--- config.mk ---
export PLATFORM = sky130hd
export DESIGN_NAME = oka_shared_mult_scheduler
export DESIGN_NICKNAME = d
export VERILOG_FILES = /design/src/rtl/oka_shared_mult_scheduler.sv
export SDC_FILE = /design/constraint.sdc
export NUM_CORES = 1
export LEC_CHECK = 0
export ABC_AREA = 0
export CAP_MARGIN = 5
export CORE_MARGIN = 2
export CORE_UTILIZATION = 56
export CTS_CLUSTER_SIZE = 12
export DETAILED_ROUTE_END_ITERATION = 12
export HOLD_SLACK_MARGIN = 0.12
export PLACE_DENSITY = 0.86
export SLEW_MARGIN = 20
export SYNTH_ARGS = -nofsm -noshare
export SYNTH_HDL_FRONTEND = slang
export SYNTH_SLANG_ARGS = --single-unit
--- constraint.sdc ---
create_clock -name clk -period 4.35 [get_ports clk]
set_clock_uncertainty 0.15 [all_clocks]
set_input_delay 0.87 -clock clk [delete_from_list [all_inputs] [get_ports clk]]
set_output_delay 0.87 -clock clk [all_outputs]
set_load 0.005 [all_outputs]
--- src/rtl/oka_shared_mult_scheduler.sv ---
// Sequential overlap-free Karatsuba GF(2)[x] multiplier that time-shares one external
// HxH sub-multiplier over the even, odd and mixed sub-products.
module oka_shared_mult_scheduler #(
  parameter int N       = 12,
  parameter int TIMEOUT = 64,
  localparam int H = N / 2,
  localparam int P = N - 1,
  localparam int W = 2 * N - 1
) (
  input  logic         clk,
  input  logic         rst,
  input  logic         in_valid,
  output logic         in_ready,
  input  logic [N-1:0] in_a,
  input  logic [N-1:0] in_b,
  output logic         mul_req,
  output logic [H-1:0] mul_op_a,
  output logic [H-1:0] mul_op_b,
  input  logic         mul_ack,
  input  logic [P-1:0] mul_res,
  output logic         out_valid,
  input  logic         out_ready,
  output logic [W-1:0] out_prod,
  output logic         busy,
  output logic         err_timeout
);

  localparam int CW = $clog2(TIMEOUT + 2);
  localparam logic [CW-1:0] WD_LAST = CW'((TIMEOUT > 0) ? TIMEOUT - 1 : 0);

  typedef enum logic [2:0] {IDLE, MUL_EE, MUL_OO, MUL_MM, OUT} state_t;

  state_t        state;
  logic [N-1:0]  a_q, b_q;
  logic [P-1:0]  e_q, o_q;
  logic [CW-1:0] wd_cnt;

  function automatic logic [H-1:0] evens(input logic [N-1:0] v);
    evens = '0;
    for (int i = 0; i < H; i++) evens[i] = v[2*i];
  endfunction

  function automatic logic [H-1:0] odds(input logic [N-1:0] v);
    odds = '0;
    for (int i = 0; i < H; i++) odds[i] = v[2*i+1];
  endfunction

  // ex pads E with a zero top coefficient, ox shifts O up by one so ox[i] = O[i-1]
  function automatic logic [W-1:0] recombine(input logic [P-1:0] e, o, m);
    logic [N-1:0] ex, ox;
    recombine = '0;
    ex = {1'b0, e};
    ox = {o, 1'b0};
    for (int i = 0; i < N; i++) recombine[2*i]   = ex[i] ^ ox[i];
    for (int i = 0; i < P; i++) recombine[2*i+1] = m[i] ^ e[i] ^ o[i];
  endfunction

  always_ff @(posedge clk) begin
    if (rst) begin
      state       <= IDLE;
      in_ready    <= 1'b1;
      mul_req     <= 1'b0;
      mul_op_a    <= '0;
      mul_op_b    <= '0;
      out_valid   <= 1'b0;
      out_prod    <= '0;
      busy        <= 1'b0;
      err_timeout <= 1'b0;
      a_q         <= '0;
      b_q         <= '0;
      e_q         <= '0;
      o_q         <= '0;
      wd_cnt      <= '0;
    end else begin
      err_timeout <= 1'b0;
      case (state)
        IDLE: if (in_valid) begin
          a_q      <= in_a;
          b_q      <= in_b;
          mul_op_a <= evens(in_a);
          mul_op_b <= evens(in_b);
          mul_req  <= 1'b1;
          in_ready <= 1'b0;
          busy     <= 1'b1;
          wd_cnt   <= '0;
          state    <= MUL_EE;
        end
        MUL_EE, MUL_OO, MUL_MM: begin
          if (mul_ack) begin
            wd_cnt <= '0;
            if (state == MUL_EE) begin
              e_q      <= mul_res;
              mul_op_a <= odds(a_q);
              mul_op_b <= odds(b_q);
              state    <= MUL_OO;
            end else if (state == MUL_OO) begin
              o_q      <= mul_res;
              mul_op_a <= evens(a_q) ^ odds(a_q);
              mul_op_b <= evens(b_q) ^ odds(b_q);
              state    <= MUL_MM;
            end else begin
              out_prod  <= recombine(e_q, o_q, mul_res);
              out_valid <= 1'b1;
              mul_req   <= 1'b0;
              mul_op_a  <= '0;
              mul_op_b  <= '0;
              state     <= OUT;
            end
          end else if (TIMEOUT > 0 && wd_cnt == WD_LAST) begin
            // abandon the operation; the consumer never sees a product for it
            err_timeout <= 1'b1;
            mul_req     <= 1'b0;
            mul_op_a    <= '0;
            mul_op_b    <= '0;
            in_ready    <= 1'b1;
            busy        <= 1'b0;
            state       <= IDLE;
          end else if (wd_cnt != '1) begin
            wd_cnt <= wd_cnt + CW'(1);
          end
        end
        OUT: if (out_ready) begin
          out_valid <= 1'b0;
          in_ready  <= 1'b1;
          busy      <= 1'b0;
          state     <= IDLE;
        end
        default: state <= IDLE;
      endcase
    end
  end

endmodule

==> results of run 1 <==
## state kept, by name, indices dropped and copies added (netlist names)
signal / count
busy: 1
e_q: 11
mul_op_b: 6
err_timeout: 1
b_q: 12
mul_req: 1
state: 3
in_ready: 1
wd_cnt: 7
out_prod: 23
a_q: 12
mul_op_a: 6
out_valid: 1
o_q: 11
## stage by stage
stage                     power (mW)  hold slack [ns]  cell area [µm²]  util [%]  instances
after floorplan                1.166           0.2965             4149         -        513
after detailed placement       1.299           0.2959             4933     68.38        658
final                          1.869           0.3074             5129     71.09        674
after global placement         1.289           0.2900             4933     68.38        658
after CTS                      1.870           0.3097             5129     71.09        674
after global routing           1.944           0.3225             5129     71.09        674
## layout make-up
class                      count  area (µm²)  area share [%]
clock buffer                  10       127.6           2.488
clock inverter                 6       67.56           1.317
inverter                      14       52.55           1.025
multi-input combinational    366        2019           39.38
sequential                    96        1922           37.47
tap                           99       123.9           2.415
timing repair buffer          83       815.8           15.91
## power breakdown
part,internal (mW),switching (mW),leakage [nW]
Combinational,0.150,0.162,0.805
Sequential,0.927,0.0447,0.782
Clock,0.269,0.316,0.0933
## worst paths after layout
check / from / end / slack [ns] / depth (start not counted)
worst max-delay path: mul_ack / e_q[0] / 1.52 / 6
worst min-delay path: out_prod[3] / out_prod[3] / 0.31 / 2
worst max register to register: wd_cnt[0] / mul_op_a[3] / 1.67 / 5
worst min register to register: out_prod[3] / out_prod[3] / 0.31 / 2
## metal layers
layer	wire length, µm	global-route usage (%)	vias up
li1	-	-	1868
met1	4458	34.07	1750
met2	4790	39.97	161
met3	692	4.526	16
met4	155	7.308	0
met5	0	0	-
## kinds of logic (layout without fill, tap and decap cells)
logic type / after synthesis / count (layout) / share of synthesized area, %
adders and majority gates: 1 / 1 / 0.3015
and+or+nand+nor: 177 / 177 / 18.46
DFF: 96 / 96 / 46.32
buffers and inverters: 51 / 113 / 5.066
AOI/OAI and AO/OA: 155 / 155 / 22.86
muxes: 1 / 1 / 0.2413
xor gates and xnor gates: 32 / 32 / 6.755
## critical path, stage by stage
cell and delay [ns]:
clkdlybuf4s50_1 0.72, nor2b_1 0.20, buf_4 0.24, nor2b_1 0.67, nand2_1 0.13, a21oi_1 0.14
## cells in the final DEF (no fill, tap or decap), types with 9 or more instances in the layout
cell type and instances:
clkbuf_8 9, inv_1 14, a32o_1 13, xnor2_1 32, nand2_1 123, a21oi_1 80, nor2_1 19, clkdlybuf4s50_1 78
dfxtp_1 96, o21ai_0 17, a211oi_1 22, a31oi_1 13
==> flow_summary.json, run 1 <==
{
  "run_status": "finished clean",
  "synth_top_cell_area_share_pct": 46.32,
  "post_drt_wl_per_cell_um": 14.98,
  "antennaDiodeCount": 0,
  "numCtsBuffers": 9,
  "crit_path_end_kind": "flop",
  "htreeDepth": 3,
  "crit_path_start_kind": "input pin",
  "relSlewSlack_pct": 32.00,
  "hpwlAfterDp_um": 6854,
  "p_leak_nw": 1.680,
  "grt_pass1_wl_um": 16660,
  "cts.hold.buffers_added": 0,
  "avgSynthCellArea_um2": 8.088,
  "drt_pass1_iterations": 5,
  "synth.net_count": 554,
  "cts.path.max_buffers": 2,
  "drive_gt1_share_pct": 5.217,
  "yosysMostFrequentCell": "nand2_1",
  "netlist_instances": 513,
  "final_hold_viol_count": 0,
  "port_buffers": 79,
  "cp_data_arrival_time_ns": 2.98,
  "synth_edf_count": 0,
  "root_buffer": "clkbuf_8",
  "rows": 31,
  "place_congestion": 0.8724,
  "max_cap_viol_count": 0,
  "ant_nets": 0,
  "grt_overflow": 0,
  "clock-sinks": 96,
  "slew_violations": 0,
  "setup_viol": 0,
  "yosys.area.top_type": "dfxtp_1",
  "num-fill-cells": 604,
  "crit_fanout": 15,
  "vdd_drop_max_mv": 0.2561,
  "cts_resized": 0,
  "worstPathRequired_ns": 4.50,
  "holdCritPathClass": "reg2reg",
  "nNetsFinal": 611,
  "antenna_found_initial": 0,
  "via_per_inst": 5.631,
  "synth_ff_type": "dfxtp_1",
  "synth.distinct_cells": 40,
  "syn_area_um2": 4149,
  "cts_setup_buffers": 0,
  "tightest_slew_ns": 1.018,
  "ys_async_sr_fraction_pct": 0,
  "cts_tree": "yes",
  "clk_latency_ns": 0.37,
  "drc": 0,
  "via_count": 3795,
  "ys_seq_area_share_pct": 46.32,
  "ys_ff_latch": 96,
  "wirelength_um": 10100,
  "fin_ws_ns": 1.515,
  "power_density_nw_per_um2": 364.5,
  "drtIter0Drc": 275,
  "io_pins": 80,
  "die_width_um": 90.08,
  "period_minus_slack_ns": 2.835,
  "synth_warnings": 0,
  "worst-setup-path-type": "in2reg",
  "tns_ns": 0,
  "synth_common_cells": "nand2_1, dfxtp_1, a21oi_1",
  "dieArea_um2": 8114,
  "grt_max_degree": 47,
  "start_util_pct": 57.51,
  "grt.total_usage_pct": 24.76,
  "clk_pin_slew_worst_paths_ns": 0.09,
  "synth.area.top_cells": "dfxtp_1, nand2_1, a21oi_1, xnor2_1, a211oi_1",
  "rsz0062_at_grt": "false",
  "fmax_mhz": 352.8,
  "grt_pass1_vias": 3476,
  "core_area_um2": 7214,
  "area_delta_synth_final_pct": 23.61,
  "dp_worst_setup_slack_ns": 1.174,
  "fin_crit_sh_pct": 65.16,
  "die_h_um": 90.08
}
Power figures use the tool's default switching activity.
==> inputs of run 2 (changes only) <==
Settings changed: CORE_UTILIZATION 56 to 47, PLACE_DENSITY 0.86 to 0.77.
Clock period 4.35 ns to 2.6 ns, I/O delays scaled along.
==> run 2 against run 1 <==
Register-to-register slack lost 1.2 ns. Sequential share of layout area decreased by 0.97 points. Clock power is 90% higher. Routed wire length increased by 4.5%. Hold slack worse by 0.018 ns. Largest power group unchanged.
==> flow_summary.json, run 2 (synthesis gave the netlist of run 1 again) <==
{
  "run_status": "finished clean",
  "io_pins": 80,
  "postPlaceCellArea_um2": 5037,
  "tns_ns": 0,
  "vdd_drop_max_mv": 0.3203,
  "cts.path.max_buffers": 2,
  "power_density_nw_per_um2": 624.0,
  "cts.hold.buffers_added": 0,
  "drive_gt1_share_pct": 6.849,
  "die_width_um": 97.96,
  "largest_reg_flops": 23,
  "grt_max_degree": 48,
  "max_cap_viol_count": 0,
  "num-fill-cells": 760,
  "grt_pass1_vias": 3535,
  "cp_data_arrival_time_ns": 2.21,
  "place_congestion": 0.8496,
  "drtIter0Drc": 245,
  "grt.total_usage_pct": 22.17,
  "wirelength_um": 10550,
  "regToRegStartpoint": "state[1]",
  "antenna_found_initial": 0,
  "dp_worst_setup_slack_ns": 0.1094,
  "top_regs": "out_prod (23), a_q (12), b_q (12)",
  "p_leak_nw": 1.756,
  "dieArea_um2": 9595,
  "period_minus_slack_ns": 2.109,
  "holdCritPathClass": "in2reg",
  "area_delta_synth_final_pct": 26.90,
  "cts_tree": "yes",
  "port_buffers": 79,
  "regMostFlops": "out_prod",
  "drt_pass1_iterations": 5,
  "relSlewSlack_pct": 60.17,
  "crit_path_end_kind": "flop",
  "fin_ws_ns": 0.4907,
  "crit_fanout": 9,
  "start_util_pct": 48.04,
  "nNetsFinal": 620,
  "numCtsBuffers": 9,
  "hpwlAfterDp_um": 7208,
  "via_count": 3804,
  "fmax_mhz": 474.1,
  "clk_latency_ns": 0.37,
  "antennaDiodeCount": 0,
  "worstSetupStartpoint": "mul_ack",
  "crit_path_start_kind": "input pin",
  "rsz0062_at_grt": "false",
  "tightest_slew_ns": 0.5926,
  "post_drt_wl_per_cell_um": 15.25,
  "htreeDepth": 3,
  "ant_nets": 0,
  "clk_pin_slew_worst_paths_ns": 0.09,
  "min_from": "rst",
  "fin_util_pct": 60.97,
  "core_area_um2": 8636,
  "final_common_cell": "nand2_1",
  "root_buffer": "clkbuf_8",
  "die_h_um": 97.96,
  "via_per_inst": 5.497,
  "layout_common_cells": "nand2_1, dfxtp_1, a21oi_1, clkdlybuf4s50_1, xnor2_1",
  "cts_setup_buffers": 0,
  "clock-sinks": 96,
  "fin_crit_sh_pct": 81.13,
  "setup_viol": 0,
  "worstPathRequired_ns": 2.70,
  "slew_violations": 0,
  "final_hold_viol_count": 0,
  "total_power_mw": 3.286,
  "rows": 34,
  "cts_resized": 0,
  "grt_pass1_wl_um": 17510,
  "fin_area_um2": 5265,
  "worst-setup-path-type": "in2reg",
  "drc": 0,
  "grt_overflow": 0
}
==> run 2: changes by cell type in the layout (fill, tap and decap cells not counted) <==
cell and change:
clkinv_2 +1, bufinv_16 +1, buf_4 +7, clkinvlp_4 -2
clkbuf_1 -1, buf_12 +2, inv_6 -1, inv_8 +1
clkbuf_8 +1
==> run 2: per-layer routing <==
metal  vias to the layer above  GRT usage (%)  part of all wire (%)
met5                         -              0                     0
met3                        13          5.082                   5.4
met4                         0          4.808                   1.2
met2                       109          36.35                    47
met1                      1787          30.05                    47
li1                       1895              -                     -
==> run 2: report_power, final <==
part | switching [mW] | leakage [nW] | internal, mW | total (mW)
clock | 0.539 | 0.119 | 0.575 | 1.11
sequential | 0.0727 | 0.782 | 1.55 | 1.62
combinational | 0.276 | 0.855 | 0.271 | 0.547
total | 0.887 | 1.76 | 2.40 | 3.29
==> run 2: worst paths after layout <==
check | to | slack, ns | depth (start not counted)
worst max-delay path | busy | 0.49 | 5
worst min-delay path | wd_cnt[0] | 0.29 | 2
worst max register to register | e_q[0] | 0.50 | 4
worst min register to register | out_prod[17] | 0.31 | 2
==> run 2: final cells by class <==
type	instances	area, µm²	share of cell area [%]
multi-input combinational	366	2019	38.36
sequential	96	1922	36.50
timing repair buffer	92	908.4	17.25
clock buffer	10	137.6	2.614
tap	108	135.1	2.567
clock inverter	6	90.09	1.711
inverter	14	52.55	0.9981
==> run 2: per-stage QoR <==
stage | std cells | hold slack, ns
floorplan | 513 | 0.2965
global placement | 676 | 0.2935
detailed placement | 676 | 0.2956
CTS | 692 | 0.2696
global route | 692 | 0.2841
finish | 692 | 0.2889
==> run 2: critical path, cell delays in order <==
cell and delay (ns):
clkdlybuf4s50_1 0.56, o21ba_2 0.32, or4b_1 0.48, o21ai_0 0.24
nor2_1 0.09
==> inputs of run 3 (changes only) <==
Settings changed: CORE_UTILIZATION 47 to 52, PLACE_DENSITY 0.77 to 0.81.
Clock period 2.6 ns to 2.01 ns, I/O delays scaled along.
==> run 3 against run 2 <==
Clock power is 25% higher. Via count is 3.2% higher. Routed wire length is 2.6% higher. Sequential share of layout area is 0.84 points lower. Critical path depth is 1 higher. Final area is 2.5% higher. Sequential cell count stayed put. Sequential power is 30% higher. Register-to-register slack worse by 0.40 ns. Combinational power is 38% higher. Utilization is 8.9 points higher. Largest cell class unchanged. Largest power group unchanged.
==> flow_summary.json, run 3 (synthesis gave the netlist of run 1 again) <==
{
  "p_leak_nw": 1.831,
  "reg2reg_to": "wd_cnt[5]",
  "crit_fanout": 8,
  "fin_ws_ns": 0.1035,
  "grt.total_usage_pct": 25.65,
  "holdCritPathClass": "reg2reg",
  "cts_tree": "yes",
  "via_per_inst": 5.593,
  "antennaDiodeCount": 0,
  "tightest_slew_ns": 0.5063,
  "drtIter0Drc": 435,
  "clock-sinks": 96,
  "crit_path_end_kind": "flop",
  "grt_pass1_vias": 3661,
  "hpwlAfterDp_um": 7544,
  "grt_max_degree": 35,
  "postPlaceCellArea_um2": 5175,
  "final_hold_viol_count": 0,
  "start_util_pct": 53.69,
  "max_cap_viol_count": 0,
  "relSlewSlack_pct": 66.24,
  "tns_ns": 0,
  "layout_common_cells": "nand2_1, dfxtp_1, a21oi_1, clkdlybuf4s50_1, xnor2_1",
  "cts.hold.buffers_added": 0,
  "grt_overflow": 0,
  "top_regs": "out_prod (23), a_q (12), b_q (12)",
  "final_common_cell": "nand2_1",
  "nNetsFinal": 636,
  "drt_pass1_iterations": 6,
  "dieArea_um2": 8710,
  "slew_violations": 0,
  "io_pins": 80,
  "ff2ff_setup_slack_ns": 0.10,
  "run_status": "finished clean",
  "root_buffer": "clkbuf_8",
  "numCtsBuffers": 9,
  "fin_crit_sh_pct": 94.85,
  "worstPathRequired_ns": 2.16,
  "die_width_um": 93.33,
  "grt_pass1_wl_um": 17730,
  "port_buffers": 79,
  "crit_path_start_kind": "flop",
  "rr_worst_depth": 6,
  "worst-setup-path-type": "reg2reg",
  "htreeDepth": 3,
  "cp_data_arrival_time_ns": 2.05,
  "hold-path-endpoint": "out_prod[9]",
  "period_minus_slack_ns": 1.907,
  "via_count": 3926,
  "clk_latency_ns": 0.37,
  "hold-path-cell-count": 2,
  "regToRegStartpoint": "wd_cnt[0]",
  "clk_pin_slew_worst_paths_ns": 0.10,
  "largest_reg_flops": 23,
  "die_h_um": 93.33,
  "fmax_mhz": 524.5,
  "setup_viol": 0,
  "ant_nets": 0,
  "antenna_found_initial": 0,
  "rows": 32,
  "post_drt_wl_per_cell_um": 15.42,
  "core_area_um2": 7727,
  "dp_worst_setup_slack_ns": -0.1907,
  "vdd_drop_max_mv": 0.3440,
  "cts.path.max_buffers": 2,
  "rsz0062_at_grt": "false",
  "place_congestion": 0.8534,
  "drc": 0,
  "wirelength_um": 10830,
  "fin_area_um2": 5396,
  "min_from": "out_prod[9]",
  "total_power_mw": 4.249,
  "regMostFlops": "out_prod",
  "drive_gt1_share_pct": 9.833,
  "power_density_nw_per_um2": 787.3,
  "area_delta_synth_final_pct": 30.07
}
-- run 3: changes by cell type in the layout (fill, tap and decap cells not counted), sizes merged --
cell      delta
inv          -1
clkbuf       -1
buf         +16
clkinvlp     +2
-- run 3: power by group --
part,switching (mW),internal [mW],total (mW)
registers,0.0994,2.01,2.11
clock network,0.688,0.701,1.39
logic,0.367,0.386,0.753
-- run 3: per-stage QoR --
| stage | util (%) | hold slack (ns) | std cells |
|---|---|---|---|
| floorplan | - | 0.2965 | 513 |
| global placement | 66.97 | 0.2919 | 686 |
| detailed placement | 66.97 | 0.2972 | 686 |
| CTS | 69.79 | 0.3107 | 702 |
| global route | 69.83 | 0.3278 | 702 |
| finish | 69.83 | 0.3060 | 702 |
-- run 3: final cells by class --
| cell class | instances | area (µm²) |
|---|---|---|
| fill | 598 | 2331 |
| sequential | 96 | 1924 |
| clock inverter | 7 | 93.84 |
| inverter | 14 | 52.55 |
| timing repair buffer | 108 | 1054 |
| clock buffer | 9 | 123.9 |
| tap | 102 | 127.6 |
| multi-input combinational | 366 | 2021 |
-- run 3: worst max path at each step --
stage | start | endpoint | slack [ns] | cells after the start
after floorplan | wd_cnt[0] | busy | 0.19 | 5
after global placement | mul_ack | busy | -0.16 | 5
after detailed placement | in_valid | wd_cnt[5] | -0.19 | 5
after CTS | wd_cnt[0] | mul_op_a[4] | 0.02 | 5
after global routing | wd_cnt[0] | busy | 0.002 | 5
final | wd_cnt[0] | wd_cnt[5] | 0.10 | 6
-- run 3: per-layer routing --
| metal | part of all wire [%] | wire length (µm) | GRT usage (%) |
|---|---|---|---|
| met1 | 45 | 4873 | 36.39 |
| met2 | 46 | 4962 | 39.69 |
| met3 | 7.1 | 764 | 4.512 |
| met4 | 2.1 | 224 | 8.333 |
| met5 | 0 | 0 | 0 |
-- run 3: critical path: stages (launching register included) --
cell     delay [ns]
dfxtp_1        0.35
ha_1           0.22
nand3_1        0.21
nor4_2         0.08
buf_4          0.16
or4_1          0.50
a21oi_1        0.18
-- run 3: repair_timing --
item	in CTS	in global routing
setup endpoints to repair	0	17
buffers inserted	0	0
gates resized for setup	0	4
